==> config.mk <==
export PLATFORM = sky130hd
export DESIGN_NAME = as_uart_gen
export DESIGN_NICKNAME = d
export VERILOG_FILES = /design/src/rtl/as_uart_gen.sv
export SDC_FILE = /design/constraint.sdc
export NUM_CORES = 1
export LEC_CHECK = 0
export ABC_AREA = 1
export CAP_MARGIN = 20
export CORE_UTILIZATION = 45
export CTS_CLUSTER_SIZE = 14
export DETAILED_ROUTE_END_ITERATION = 8
export MAX_ROUTING_LAYER = met4
export SYNTH_ARGS = -nofsm -noshare
export SYNTH_HDL_FRONTEND = slang
export SYNTH_SLANG_ARGS = --single-unit
export TNS_END_PERCENT = 50
==> constraint.sdc <==
create_clock -name clk_i -period 2.5 [get_ports clk_i]
set_input_delay 0.375 -clock clk_i [delete_from_list [all_inputs] [get_ports clk_i]]
set_output_delay 0.375 -clock clk_i [all_outputs]
set_load 0.01 [all_outputs]
==> src/rtl/as_uart_gen.sv <==
// Parametrised full-duplex UART: TX via valid/ready (tx_ready_o stalls the producer), RX into a first-word-fall-through FIFO one cycle after the stop sample.
// When the FIFO is full and not popped, a new RX word is dropped with an overrun pulse. AS_UART_PARITY_EN adds a parity bit to both directions.

module as_uart_fifo #(
   parameter int W     = 8,
   parameter int DEPTH = 4
) (
   input  logic                   clk_i,
   input  logic                   rst_i,
   input  logic                   wr_vld_i,
   input  logic [W-1:0]           wr_dat_i,
   input  logic                   rd_rdy_i,
   output logic                   rd_vld_o,
   output logic [W-1:0]           rd_dat_o,
   output logic                   full_o,
   output logic [$clog2(DEPTH):0] count_o
);
   localparam int AW = $clog2(DEPTH);

   logic [W-1:0]  mem_q [DEPTH];
   logic [AW-1:0] wr_ptr_q, rd_ptr_q;
   logic [AW:0]   cnt_q, cnt_d;
   logic          do_wr, do_rd;

   assign rd_vld_o = (cnt_q != '0);
   assign full_o   = (cnt_q == (AW+1)'(DEPTH));
   assign do_rd    = rd_vld_o && rd_rdy_i;
   // A pop in the same cycle frees the slot, so a write into a full FIFO still lands.
   assign do_wr    = wr_vld_i && (!full_o || do_rd);
   assign rd_dat_o = rd_vld_o ? mem_q[rd_ptr_q] : '0;
   assign count_o  = cnt_q;

   always_comb begin
      cnt_d = cnt_q;
      if (do_wr && !do_rd) begin
         cnt_d = cnt_q + (AW+1)'(1);
      end else if (!do_wr && do_rd) begin
         cnt_d = cnt_q - (AW+1)'(1);
      end
   end

   always_ff @(posedge clk_i) begin
      if (rst_i) begin
         cnt_q    <= '0;
         wr_ptr_q <= '0;
         rd_ptr_q <= '0;
      end else begin
         cnt_q <= cnt_d;
         if (do_wr) wr_ptr_q <= wr_ptr_q + AW'(1);
         if (do_rd) rd_ptr_q <= rd_ptr_q + AW'(1);
      end
   end

   always_ff @(posedge clk_i) begin
      if (do_wr) mem_q[wr_ptr_q] <= wr_dat_i;
   end
endmodule

module as_uart_gen #(
   parameter int DATA_W       = 8,
   parameter int CLKS_PER_BIT = 13020,
   parameter int STOP_BITS    = 1,
   parameter int RX_DEPTH     = 4
`ifdef AS_UART_PARITY_EN
   ,
   parameter bit PARITY_ODD   = 1'b0
`endif
) (
   input  logic                      clk_i,
   input  logic                      rst_i,
   input  logic                      rx_i,
   output logic                      tx_o,
   input  logic [DATA_W-1:0]         tx_data_i,
   input  logic                      tx_valid_i,
   output logic                      tx_ready_o,
   output logic [DATA_W-1:0]         rx_data_o,
   output logic                      rx_valid_o,
   input  logic                      rx_ready_i,
   output logic [$clog2(RX_DEPTH):0] rx_count_o,
   output logic                      frame_err_o,
   output logic                      overrun_o,
   output logic                      parity_err_o
);
   localparam int CW = $clog2(STOP_BITS * CLKS_PER_BIT);
   localparam int BW = $clog2(DATA_W);
`ifdef AS_UART_PARITY_EN
   localparam int TXW = DATA_W + 1;
`else
   localparam int TXW = DATA_W;
`endif
   localparam logic [CW-1:0] BIT_LAST  = CW'(CLKS_PER_BIT - 1);
   localparam logic [CW-1:0] HALF_LAST = CW'(CLKS_PER_BIT / 2 - 1);
   localparam logic [CW-1:0] STOP_LAST = CW'(STOP_BITS * CLKS_PER_BIT - 1);
   localparam logic [BW-1:0] BIT_MAX   = BW'(DATA_W - 1);

   typedef enum logic [2:0] {
      ST_IDLE,
      ST_START,
      ST_DATA,
`ifdef AS_UART_PARITY_EN
      ST_PARITY,
`endif
      ST_STOP
   } state_e;

   state_e          tx_state_q, tx_state_d;
   logic [CW-1:0]   tx_cnt_q, tx_cnt_d;
   logic [BW-1:0]   tx_bit_q, tx_bit_d;
   logic [TXW-1:0]  tx_sh_q, tx_sh_d;

   always_ff @(posedge clk_i) begin
      if (rst_i) begin
         tx_state_q <= ST_IDLE;
         tx_cnt_q   <= '0;
         tx_bit_q   <= '0;
         tx_sh_q    <= '0;
      end else begin
         tx_state_q <= tx_state_d;
         tx_cnt_q   <= tx_cnt_d;
         tx_bit_q   <= tx_bit_d;
         tx_sh_q    <= tx_sh_d;
      end
   end

   // Parity rides above the data in the shift register, so it reaches bit 0 after the last data bit.
   always_comb begin
      tx_state_d = tx_state_q;
      tx_cnt_d   = tx_cnt_q + CW'(1);
      tx_bit_d   = tx_bit_q;
      tx_sh_d    = tx_sh_q;
      case (tx_state_q)
         ST_IDLE: begin
            tx_cnt_d = '0;
            if (tx_valid_i) begin
               tx_state_d = ST_START;
               tx_bit_d   = '0;
`ifdef AS_UART_PARITY_EN
               tx_sh_d    = {(^tx_data_i) ^ PARITY_ODD, tx_data_i};
`else
               tx_sh_d    = tx_data_i;
`endif
            end
         end
         ST_START: begin
            if (tx_cnt_q == BIT_LAST) begin
               tx_cnt_d   = '0;
               tx_state_d = ST_DATA;
            end
         end
         ST_DATA: begin
            if (tx_cnt_q == BIT_LAST) begin
               tx_cnt_d = '0;
               tx_sh_d  = tx_sh_q >> 1;
               tx_bit_d = tx_bit_q + BW'(1);
               if (tx_bit_q == BIT_MAX) begin
`ifdef AS_UART_PARITY_EN
                  tx_state_d = ST_PARITY;
`else
                  tx_state_d = ST_STOP;
`endif
               end
            end
         end
`ifdef AS_UART_PARITY_EN
         ST_PARITY: begin
            if (tx_cnt_q == BIT_LAST) begin
               tx_cnt_d   = '0;
               tx_state_d = ST_STOP;
            end
         end
`endif
         ST_STOP: begin
            if (tx_cnt_q == STOP_LAST) begin
               tx_cnt_d   = '0;
               tx_state_d = ST_IDLE;
            end
         end
         default: tx_state_d = ST_IDLE;
      endcase
   end

   always_comb begin
      tx_o       = 1'b1;
      tx_ready_o = (tx_state_q == ST_IDLE);
      case (tx_state_q)
         ST_START:  tx_o = 1'b0;
         ST_DATA:   tx_o = tx_sh_q[0];
`ifdef AS_UART_PARITY_EN
         ST_PARITY: tx_o = tx_sh_q[0];
`endif
         default:   tx_o = 1'b1;
      endcase
   end

   state_e              rx_state_q, rx_state_d;
   logic [CW-1:0]       rx_cnt_q, rx_cnt_d;
   logic [BW-1:0]       rx_bit_q, rx_bit_d;
   logic [DATA_W-1:0]   rx_sh_q, rx_sh_d;
   logic                rx_s1_q, rx_s2_q, rx_prev_q;
   logic                stop_smp, par_bad, word_ok, rx_pop, fifo_full;
   logic                frame_err_q, overrun_q;
`ifdef AS_UART_PARITY_EN
   logic                rx_par_q, rx_par_d, parity_err_q;
`endif

   always_ff @(posedge clk_i) begin
      if (rst_i) begin
         rx_s1_q     <= 1'b1;
         rx_s2_q     <= 1'b1;
         rx_prev_q   <= 1'b1;
         rx_state_q  <= ST_IDLE;
         rx_cnt_q    <= '0;
         rx_bit_q    <= '0;
         rx_sh_q     <= '0;
         frame_err_q <= 1'b0;
         overrun_q   <= 1'b0;
`ifdef AS_UART_PARITY_EN
         rx_par_q     <= 1'b0;
         parity_err_q <= 1'b0;
`endif
      end else begin
         rx_s1_q     <= rx_i;
         rx_s2_q     <= rx_s1_q;
         rx_prev_q   <= rx_s2_q;
         rx_state_q  <= rx_state_d;
         rx_cnt_q    <= rx_cnt_d;
         rx_bit_q    <= rx_bit_d;
         rx_sh_q     <= rx_sh_d;
         frame_err_q <= stop_smp && !rx_s2_q;
         overrun_q   <= word_ok && fifo_full && !rx_pop;
`ifdef AS_UART_PARITY_EN
         rx_par_q     <= rx_par_d;
         parity_err_q <= stop_smp && rx_s2_q && par_bad;
`endif
      end
   end

   // Counting restarts at the mid-start sample, so every later sample lands mid-bit.
   always_comb begin
      rx_state_d = rx_state_q;
      rx_cnt_d   = rx_cnt_q + CW'(1);
      rx_bit_d   = rx_bit_q;
      rx_sh_d    = rx_sh_q;
      stop_smp   = 1'b0;
`ifdef AS_UART_PARITY_EN
      rx_par_d   = rx_par_q;
`endif
      case (rx_state_q)
         ST_IDLE: begin
            rx_cnt_d = '0;
            if (rx_prev_q && !rx_s2_q) rx_state_d = ST_START;
         end
         ST_START: begin
            if (rx_cnt_q == HALF_LAST) begin
               rx_cnt_d   = '0;
               rx_bit_d   = '0;
               rx_state_d = rx_s2_q ? ST_IDLE : ST_DATA;
            end
         end
         ST_DATA: begin
            if (rx_cnt_q == BIT_LAST) begin
               rx_cnt_d = '0;
               rx_sh_d  = {rx_s2_q, rx_sh_q[DATA_W-1:1]};
               rx_bit_d = rx_bit_q + BW'(1);
               if (rx_bit_q == BIT_MAX) begin
`ifdef AS_UART_PARITY_EN
                  rx_state_d = ST_PARITY;
`else
                  rx_state_d = ST_STOP;
`endif
               end
            end
         end
`ifdef AS_UART_PARITY_EN
         ST_PARITY: begin
            if (rx_cnt_q == BIT_LAST) begin
               rx_cnt_d   = '0;
               rx_par_d   = rx_s2_q;
               rx_state_d = ST_STOP;
            end
         end
`endif
         ST_STOP: begin
            if (rx_cnt_q == BIT_LAST) begin
               rx_cnt_d   = '0;
               stop_smp   = 1'b1;
               rx_state_d = ST_IDLE;
            end
         end
         default: rx_state_d = ST_IDLE;
      endcase
   end

   always_comb begin
`ifdef AS_UART_PARITY_EN
      par_bad = (^{rx_sh_q, rx_par_q}) ^ PARITY_ODD;
`else
      par_bad = 1'b0;
`endif
      word_ok = stop_smp && rx_s2_q && !par_bad;
      rx_pop  = rx_valid_o && rx_ready_i;
   end

   as_uart_fifo #(
      .W     (DATA_W),
      .DEPTH (RX_DEPTH)
   ) u_rx_fifo (
      .clk_i    (clk_i),
      .rst_i    (rst_i),
      .wr_vld_i (word_ok),
      .wr_dat_i (rx_sh_q),
      .rd_rdy_i (rx_ready_i),
      .rd_vld_o (rx_valid_o),
      .rd_dat_o (rx_data_o),
      .full_o   (fifo_full),
      .count_o  (rx_count_o)
   );

   assign frame_err_o = frame_err_q;
   assign overrun_o   = overrun_q;
`ifdef AS_UART_PARITY_EN
   assign parity_err_o = parity_err_q;
`else
   assign parity_err_o = 1'b0;
`endif
endmodule

# Word-level counts from Yosys, hierarchy flattened

Memories as Yosys holds them, arrays and structs flattened. A register that Yosys moved wholly into a read port is not among the register bits.
Index checks and enable logic that the tools add are counted.

Register bits: 68
Bits in writable memories: 32
Input bits: 13
Output and inout port bits: 17
Logic and storage cells: 111
Memories kept: 1

Memory list:

| memory          | depth | width | read ports | clocked after Yosys merged registers in | write ports | line | source |
|---|---|---|---|---|---|---|---|
| u_rx_fifo.mem_q | 4     | 8     | 1          | 1                                       | 1           | 20   | `logic [W-1:0] mem_q [DEPTH];` |

$add $sub $neg: 8
Equality and inequality tests: 22
Multiplexer cells: 37
Reduce and logical (&&, ||, !) cells: 27

Operator list:

| cell                  | count |
|---|---|
| $mux 3                | 16 |
| $mux 14               | 3 |
| $pmux 14 s3           | 1 |
| $add 14x1->14 const B | 2 |
| $eq 14x14->1 const B  | 2 |
| $pmux 14 s2           | 1 |
| $mux 8                | 3 |
| $pmux 3 s4            | 2 |
| $ne 2x2->1 const B    | 10 |
| $pmux 8 s2            | 1 |
| $eq 14x13->1 const B  | 1 |
| $eq 3x2->1 const B    | 4 |
| $pmux 3 s2            | 2 |
| $reduce_and 5->1      | 2 |
| $add 3x1->3 const B   | 3 |
| $eq 3x3->1 const B    | 3 |
| $logic_and 1x1->1     | 9 |
| $eq 3x1->1 const B    | 2 |
| $logic_not 3->1       | 2 |
| $mux 2                | 3 |
| $reduce_and 3->1      | 2 |
| $reduce_bool 2->1     | 3 |
| $add 2x1->2 const B   | 2 |
| $logic_not 1->1       | 4 |
| 8 further kinds       | 11 |

# Logic depth before layout (Yosys ltp)

Word-level depth: 9
Mapped depth: 13
Mapped depth without buffers: 13

# Cells and area by module

From an unflattened synthesis, not the netlist that was laid out.

Cells, all modules: 590
Area total of the unflattened synthesis: 4689.5 µm²

Modules (own cells, without submodules):

| module       | times used | cells an instance | area each (µm²) | seq. area each (µm²) |
|---|---|---|---|---|
| as_uart_gen  | 1          | 424               | 2937.8          | 1181.1 |
| as_uart_fifo | 1          | 166               | 1751.7          | 1141.1 |

# Least setup slack after synthesis

No wires, ideal clock.

Path kind: reg-to-reg
From: register rx_cnt_q[0]
To: register u_rx_fifo.cnt_q[2], in the netlist u_rx_fifo.count_o[2]
Setup time: 0.122 ns
Arrival time: 2.130 ns
Required time: 2.378 ns
Path slack: 0.248 ns
Stages on the path, launching flop included: 13
Buffers on the path: 0
Period minus slack after synthesis: 2.252 ns
Cell sequence: dfxtp_1 ha_1 nand4_1 nor2b_1 nand4_1 inv_1 ha_1 inv_1 fa_1 a21oi_1 o21ai_0 o21ai_0 a21oi_1

Longest elaborated chain between the ends: 8
Elaborated cells on any way between the ends: 10
Classes of those cells: 1 x eq/ne; 3 x mux; 6 x reduce/logical

Ends and longest elaborated chain:

| what                        | line | source |
|---|---|---|
| start: declaration          | 196  | `logic [CW-1:0] rx_cnt_q, rx_cnt_d;` |
| start signal: assignment    | 226  | `rx_cnt_q <= rx_cnt_d;` |
| $eq 14x14->1 *              | 284  | `if (rx_cnt_q == BIT_LAST) begin` |
| $mux 1 *                    | 284  |  |
| $mux 1 *                    | 248  | `case (rx_state_q)` |
| $logic_and 1x1->1 *         | 300  | `word_ok = stop_smp && rx_s2_q && !par_bad;` |
| $logic_and 1x1->1 *         | 29   | `assign do_wr = wr_vld_i && (!full_o \|\| do_rd);` |
| named net u_rx_fifo.do_wr   | 23   | `logic do_wr, do_rd;` |
| $logic_not 1->1             | 37   | `end else if (!do_wr && do_rd) begin` |
| $logic_and 1x1->1           | 37   |  |
| $reduce_bool 2->1 (no line) | --   |  |
| end signal: assignment      | 48   | `cnt_q <= cnt_d;` |
| end: declaration            | 22   | `logic [AW:0] cnt_q, cnt_d;` |

Mark *: on every way through the listed nets, which the timed path passes. The rest lies on a longest branch.
A chain may end at the register's enable or synchronous reset.

==> results.toml <==
[floorplan]
start_util_pct = 46.2
rows = 37
die_w_um = 105
core_um2 = 10300
io_pins = 30
die-area_um2 = 11000
die_y_um = 105

[finish]
num-nets-final = 665
fin_util_pct = 52.8
diodes = 0
drive_above_1_share_pct = 10.2
syn2layout_area_growth_pct = 14.3
layout_common_cells = "107 x nor2_1, 97 x nand2_1, 86 x inv_1, 63 x dfxtp_1, 32 x edfxtp_1"
mostFrequentLayoutCell = "nor2_1"

[clocking]
clk_latency_ns = 0.36
clockBufferDepth = 2
root_buffer = "clkbuf_8"
path_clk_slew_ns = 0.10
h-tree-depth = 3
cts_num_sinks = 100
cts_setup_buffers = 0
numCtsBuffers = 9
cts_tree = "done"

[synth]
synth_cells = 595
synth-main-ff-cell = "dfxtp_1"
syn_area_per_cell_um2 = 8.02
syn_nets = 626
yosys_register_bits = 100
synthArstFlopShare_pct = 0
synth_area_um2 = 4770
ys_types = 43
synth_edf_count = 32
synth_warnings = 0
ys_seq_area_share_pct = 48.7

[routing]
drc = 0
num_vias = 3711
firstDrtPassIters = 4
viasPerCell = 4.79
ant_nets = 0
drt_wl_total_mm = 9.07
drt_iter0_drc = 210
wl_per_cell_um = 11.7

[placed_design]
hpwlAfterDp_mm = 6.41
place_congestion = 0.851
io_buffers = 28

[grt]
grt_pass1_wl_mm = 15.4
grt_pass1_vias = 3412
grt_overflow = 0
grt_max_degree = 20
antenna_found_initial = 0
grt_use_total_pct = 17.8

[power]
power_mw = 4.52
power.leakage_nw = 2.29
ir_drop_mv = 0.498
power_frac_clock_pct = 21.9
pwr-share-seq_pct = 42.9
power_density_nw_per_um2 = 829
comb_power_share_pct = 35.1
p_int_mw = 2.85
p_switching_mw = 1.67
p_sw_share_pct = 37.1

[sta]
fin_skew_ns = 0.0170
drv_slew = 0
rsz0062_at_grt = "yes"
setup_viol = 0
finalHoldViolations = 0
fmax_mhz = 435
fin_setup_tns_ns = 0
period_share_pct = 91.9
min_period_ns = 2.30

[worst_hold_path]
hold_class = "register to register"

[setup_path]
cp-start-kind = "register"
arrival_ns = 1.92
end_kind = "output pin"
worstPathRequired_ns = 2.12
path_max_fanout = 17
setup.worst_path.class = "register to output pin"

[outcome]
status = "complete, no violations"

[flow_run]
drv_cap = 0
-- Yosys cell counts, types with 2 or more instances --
library cell / n / share of area (%)
nand2_1: 97 / 7.6
nand3_1: 30 / 3.1
nand2_2: 5 / 0.66
dfxtp_1: 68 / 29
nor3_1: 11 / 1.2
xnor2_1: 2 / 0.37
buf_1: 2 / 0.16
nor3b_1: 2 / 0.31
o21ai_0: 31 / 3.3
buf_2: 3 / 0.31
edfxtp_1: 32 / 20
a31oi_1: 3 / 0.39
a21oi_1: 31 / 3.3
o21ai_1: 3 / 0.31
nor2_1: 107 / 8.4
xor2_1: 9 / 1.7
mux2i_1: 7 / 1.5
nand2_4: 2 / 0.47
nor2_4: 2 / 0.47
ha_1: 17 / 4.5
or2_2: 3 / 0.39
nand4_1: 7 / 0.92
buf_4: 3 / 0.47
inv_2: 5 / 0.39
nor3_2: 3 / 0.63
nor2_2: 2 / 0.26
buf_6: 2 / 0.47
nor4_1: 2 / 0.26
clkbuf_1: 5 / 0.39
inv_1: 86 / 6.8
-- registers in the layout, summed over array words and instances (netlist names), 3 cells and up, named ones only --
| signal | count |
|---|---|
| rx_bit_q | 3 |
| rx_cnt_q | 14 |
| rx_sh_q | 8 |
| tx_bit_q | 3 |
| tx_cnt_q | 14 |
| tx_sh_q | 8 |
| u_rx_fifo.count_o | 3 |
| u_rx_fifo.mem_q | 32 |
-- metal layers --
metal	share of wire, %	track usage [%]	wire (µm)	up-vias
li1	-	-	-	1963
met1	49	23.3	4490	1669
met2	46	28.2	4160	73
met3	3.8	3.81	344	6
met4	0.83	4.63	75	0
met5	0	-	0	-
-- through the flow --
stage / hold WS (ns) / setup slack, ns / instances / area (µm²)
floorplan: 0.389 / 0.248 / 595 / 4770
global placement: 0.394 / 0.198 / 759 / 5250
detailed placement: 0.394 / 0.104 / 759 / 5250
CTS: 0.417 / 0.120 / 775 / 5440
global route: 0.433 / -0.0111 / 775 / 5450
finish: 0.417 / 0.204 / 775 / 5450
-- worst max-delay path, stage by stage, from the launching register on --
cell and delay [ns]:
dfxtp_1 0.32, buf_4 0.23, nor2_1 0.07, nor2_1 0.08, o21ai_0 0.08, a21oi_1 0.21, clkdlybuf4s50_1 0.57
-- cell type report --
class	instances	area [µm²]
Sequential cell	100	2330
Tap cell	136	170
Fill cell	988	4870
Timing Repair Buffer	43	393
Multi-Input combinational cell	387	2020
Clock inverter	7	66.3
Inverter	93	353
Clock buffer	9	124
-- cell families (layout without fill, tap and decap cells) --
group | after synthesis | count (layout) | synth area share [%]
compound gates | 73 | 73 | 8.21
xor+xnor | 11 | 11 | 2.02
fa+ha+maj | 18 | 18 | 4.88
buf+inv | 108 | 152 | 9.15
flops | 100 | 100 | 48.7
mux | 7 | 7 | 1.47
other cells | 1 | 1 | 0.0786
simple gates | 277 | 277 | 25.5
-- power by group through the flow --
stage / logic [mW] / registers, mW / clock network (mW)
after floorplan: 1.18 / 1.96 / 0
after global placement: 1.56 / 1.97 / 0
after detailed placement: 1.59 / 1.97 / 0
after CTS: 1.60 / 1.94 / 1.03
after global routing: 1.82 / 1.96 / 1.10
final: 1.59 / 1.94 / 0.991
-- worst paths after layout --
path                from                    to  slack (ns)  cells past startpoint
max             register          rx_data_o[2]        0.20                      6
min              rx_s1_q               rx_s2_q        0.42                      1
max reg2reg  rx_cnt_q[7]  u_rx_fifo.count_o[2]        0.24                     13
min reg2reg      rx_s1_q               rx_s2_q        0.42                      1
-- timing repair --
action,CTS,global route
hold buffers,0,0
resized for setup,0,9
setup endpoints to repair,0,3
(Power assumes the default switching activity.)
==> variant: new RTL, config.mk and constraints unchanged <==
Encoding of `state_e`: now one-hot (4 bits for 4 states).
--- a/src/rtl/as_uart_gen.sv
+++ b/src/rtl/as_uart_gen.sv
@@ -93,14 +93,14 @@
    localparam logic [CW-1:0] STOP_LAST = CW'(STOP_BITS * CLKS_PER_BIT - 1);
    localparam logic [BW-1:0] BIT_MAX   = BW'(DATA_W - 1);
 
-   typedef enum logic [2:0] {
-      ST_IDLE,
-      ST_START,
-      ST_DATA,
+   typedef enum logic [3:0] {
+      ST_IDLE  = 4'b0001,
+      ST_START = 4'b0010,
+      ST_DATA  = 4'b0100,
 `ifdef AS_UART_PARITY_EN
       ST_PARITY,
 `endif
-      ST_STOP
+      ST_STOP  = 4'b1000
    } state_e;
 
    state_e          tx_state_q, tx_state_d;
Formal check against the unedited RTL: no difference found for any inputs over 10 cycles, from zero or initial values and one cycle with rst_i high; not proved beyond that.
==> variant against the original RTL <==
Combinational power grew 6%. Sequential cell count up 4. Cell area up 1.5%. Power up 7.5%. Synthesized area rose by 1.9%. Worst setup slack better by 0.0069 ns. Critical path depth unchanged. Routed wire length up 0.84%. Critical endpoint is now rx_data_o[7].
==> variant: results (changes against the original RTL) <==
* Nets at 676 (+1.7%)
* Antenna violations before repair at 0 (unchanged)
* Critical path's top delay family: buffers and inverters
* Synth unique cells at 35 (-19%)
* Leakage at 2.32 nW (+1.2%)
* Critical Path Max Stage Delay at 0.55 ns (-0.02 ns)
* Reg2Reg Depth at 14 (+1)
* Fill cell count at 999 (+1.1%)
* Area after DPL at 5310 sq um (+1.1%)
* Largest net degree at the start of global routing at 23 (+15%)
* Placer Congestion at 0.854 (+0.35%)
* Clock Latency Late Sink at 0.38 ns (+0.02 ns)
* Largest registers: u_rx_fifo.mem_q x32, rx_cnt_q x14, tx_cnt_q x14
* R2r setup slk at 0.27 ns (+0.03 ns)
* Sequential cell area fraction in the yosys report at 0.494 (+0.00720)
* Worst Hold Class: flip-flop to flip-flop
* Post-Route Skew at 0.0121 ns (-0.00492 ns)
* Post-DP HPWL at 6460 um (+0.71%)
* Vias in the first global route at 3480 (+2.0%)
* Top post-synthesis cells by area: dfxtp_1 (30%), edfxtp_1 (20%), nor2_1 (9.3%), nand2_1 (8.2%), inv_1 (5.6%)
* Initial DRC count at 203 (-3.3%)
* Max IR drop VDD at 491 uV (-1.5%)
* RR Startpoint: rx_cnt_q[1]
* Wire per inst at 11.6 um (-1.2%)
* Share of cells above drive strength 1 at 0.0840 (-0.0178)
* Average cell area after synthesis at 7.91 sq um (-1.4%)
* Critical path endpoint: rx_data_o[7]
* First-pass GRT wire length at 15600 um (+0.98%)
* Yosys top cell area share at 0.296 (+0.0110)
* Status: complete, no violations
* Top post-synthesis cells by count: nor2_1 (121), nand2_1 (106), dfxtp_1 (72), inv_1 (72), nand3_1 (44)
* DR vias at 3792 (+2.2%)
* Total GRT Usage at 0.180 (+0.00168)
* Post-Syn Nets at 641 (+2.4%)
* Worst Path Max Fanout at 13 (-4)
* Placed Instances at 775 (+2.1%)
* WL final at 9150 um (+0.84%)
## variant: cell types whose count changed in the layout (fill, tap and decap cells not counted), moves of 5 or more
| cell | before | now |
|---|---|---|
| inv_1 | 86 | 71 |
| nand3_1 | 30 | 44 |
| nor2_1 | 107 | 120 |
| xor2_1 | 9 | 19 |
| nand2_1 | 97 | 106 |
| a21oi_1 | 31 | 39 |
| mux2i_1 | 7 | 0 |
| ha_1 | 16 | 11 |
## variant: worst min path at each step
stage | startpoint | to | slack (ns)
2_1_floorplan | rx_s1_q | rx_s2_q | 0.39
3_3_place_gp | rx_s1_q | rx_s2_q | 0.41
3_5_place_dp | rx_s1_q | rx_s2_q | 0.40
4_1_cts | rx_s1_q | rx_s2_q | 0.43
5_1_grt | rx_s1_q | rx_s2_q | 0.44
6_report | rx_s1_q | rx_s2_q | 0.42
## variant: cells by family after synthesis
family | share of synthesized area
and+or+nand+nor | 0.266
DFF | 0.494
buffers and inverters | 0.0838
AOI/OAI and AO/OA | 0.0808
xor gates and xnor gates | 0.0396
adders and majority gates | 0.0350
other | 0.000771
## variant: cell type report
cell class                 instances  area share
multi-input combinational        417       0.372
clock buffer                      11      0.0237
timing repair buffer              45      0.0737
tap                              136      0.0308
clock inverter                     5      0.0147
inverter                          73      0.0495
sequential                       104       0.435
## variant: through the flow
stage / setup slack [ns] / hold WS (ns) / utilization
3_3_place_gp: 0.147 / 0.410 / 0.510
6_report: 0.211 / 0.423 / 0.531
5_1_grt: 0.0116 / 0.444 / 0.531
4_1_cts: 0.0988 / 0.427 / 0.530
3_5_place_dp: 0.122 / 0.404 / 0.510
2_1_floorplan: 0.219 / 0.389 / -
## variant: metal layers
layer  up-vias  wire length [um]  track usage
li1       2024                 -            -
met1      1695              4300        0.214
met2        61              4430        0.303
met3        12               241       0.0251
met4         0               176       0.0843
met5         -                 0            -
## variant: worst register-to-register path, cell delays in order (launching register included)
cell     delay (ns)
dfxtp_2        0.36
ha_2           0.20
nand2_1        0.06
inv_1          0.08
nand3_1        0.11
nor2_2         0.15
nand4_2        0.10
inv_1          0.08
ha_1           0.14
inv_1          0.06
fa_1           0.37
a21oi_1        0.14
o21ai_0        0.11
o21ai_1        0.13
a21oi_1        0.05
## variant: where the power goes
group          internal [W]  switching (W)  total [W]
registers           0.00192       0.000133    0.00205
logic              0.000667        0.00102    0.00169
clock network      0.000565       0.000556    0.00112
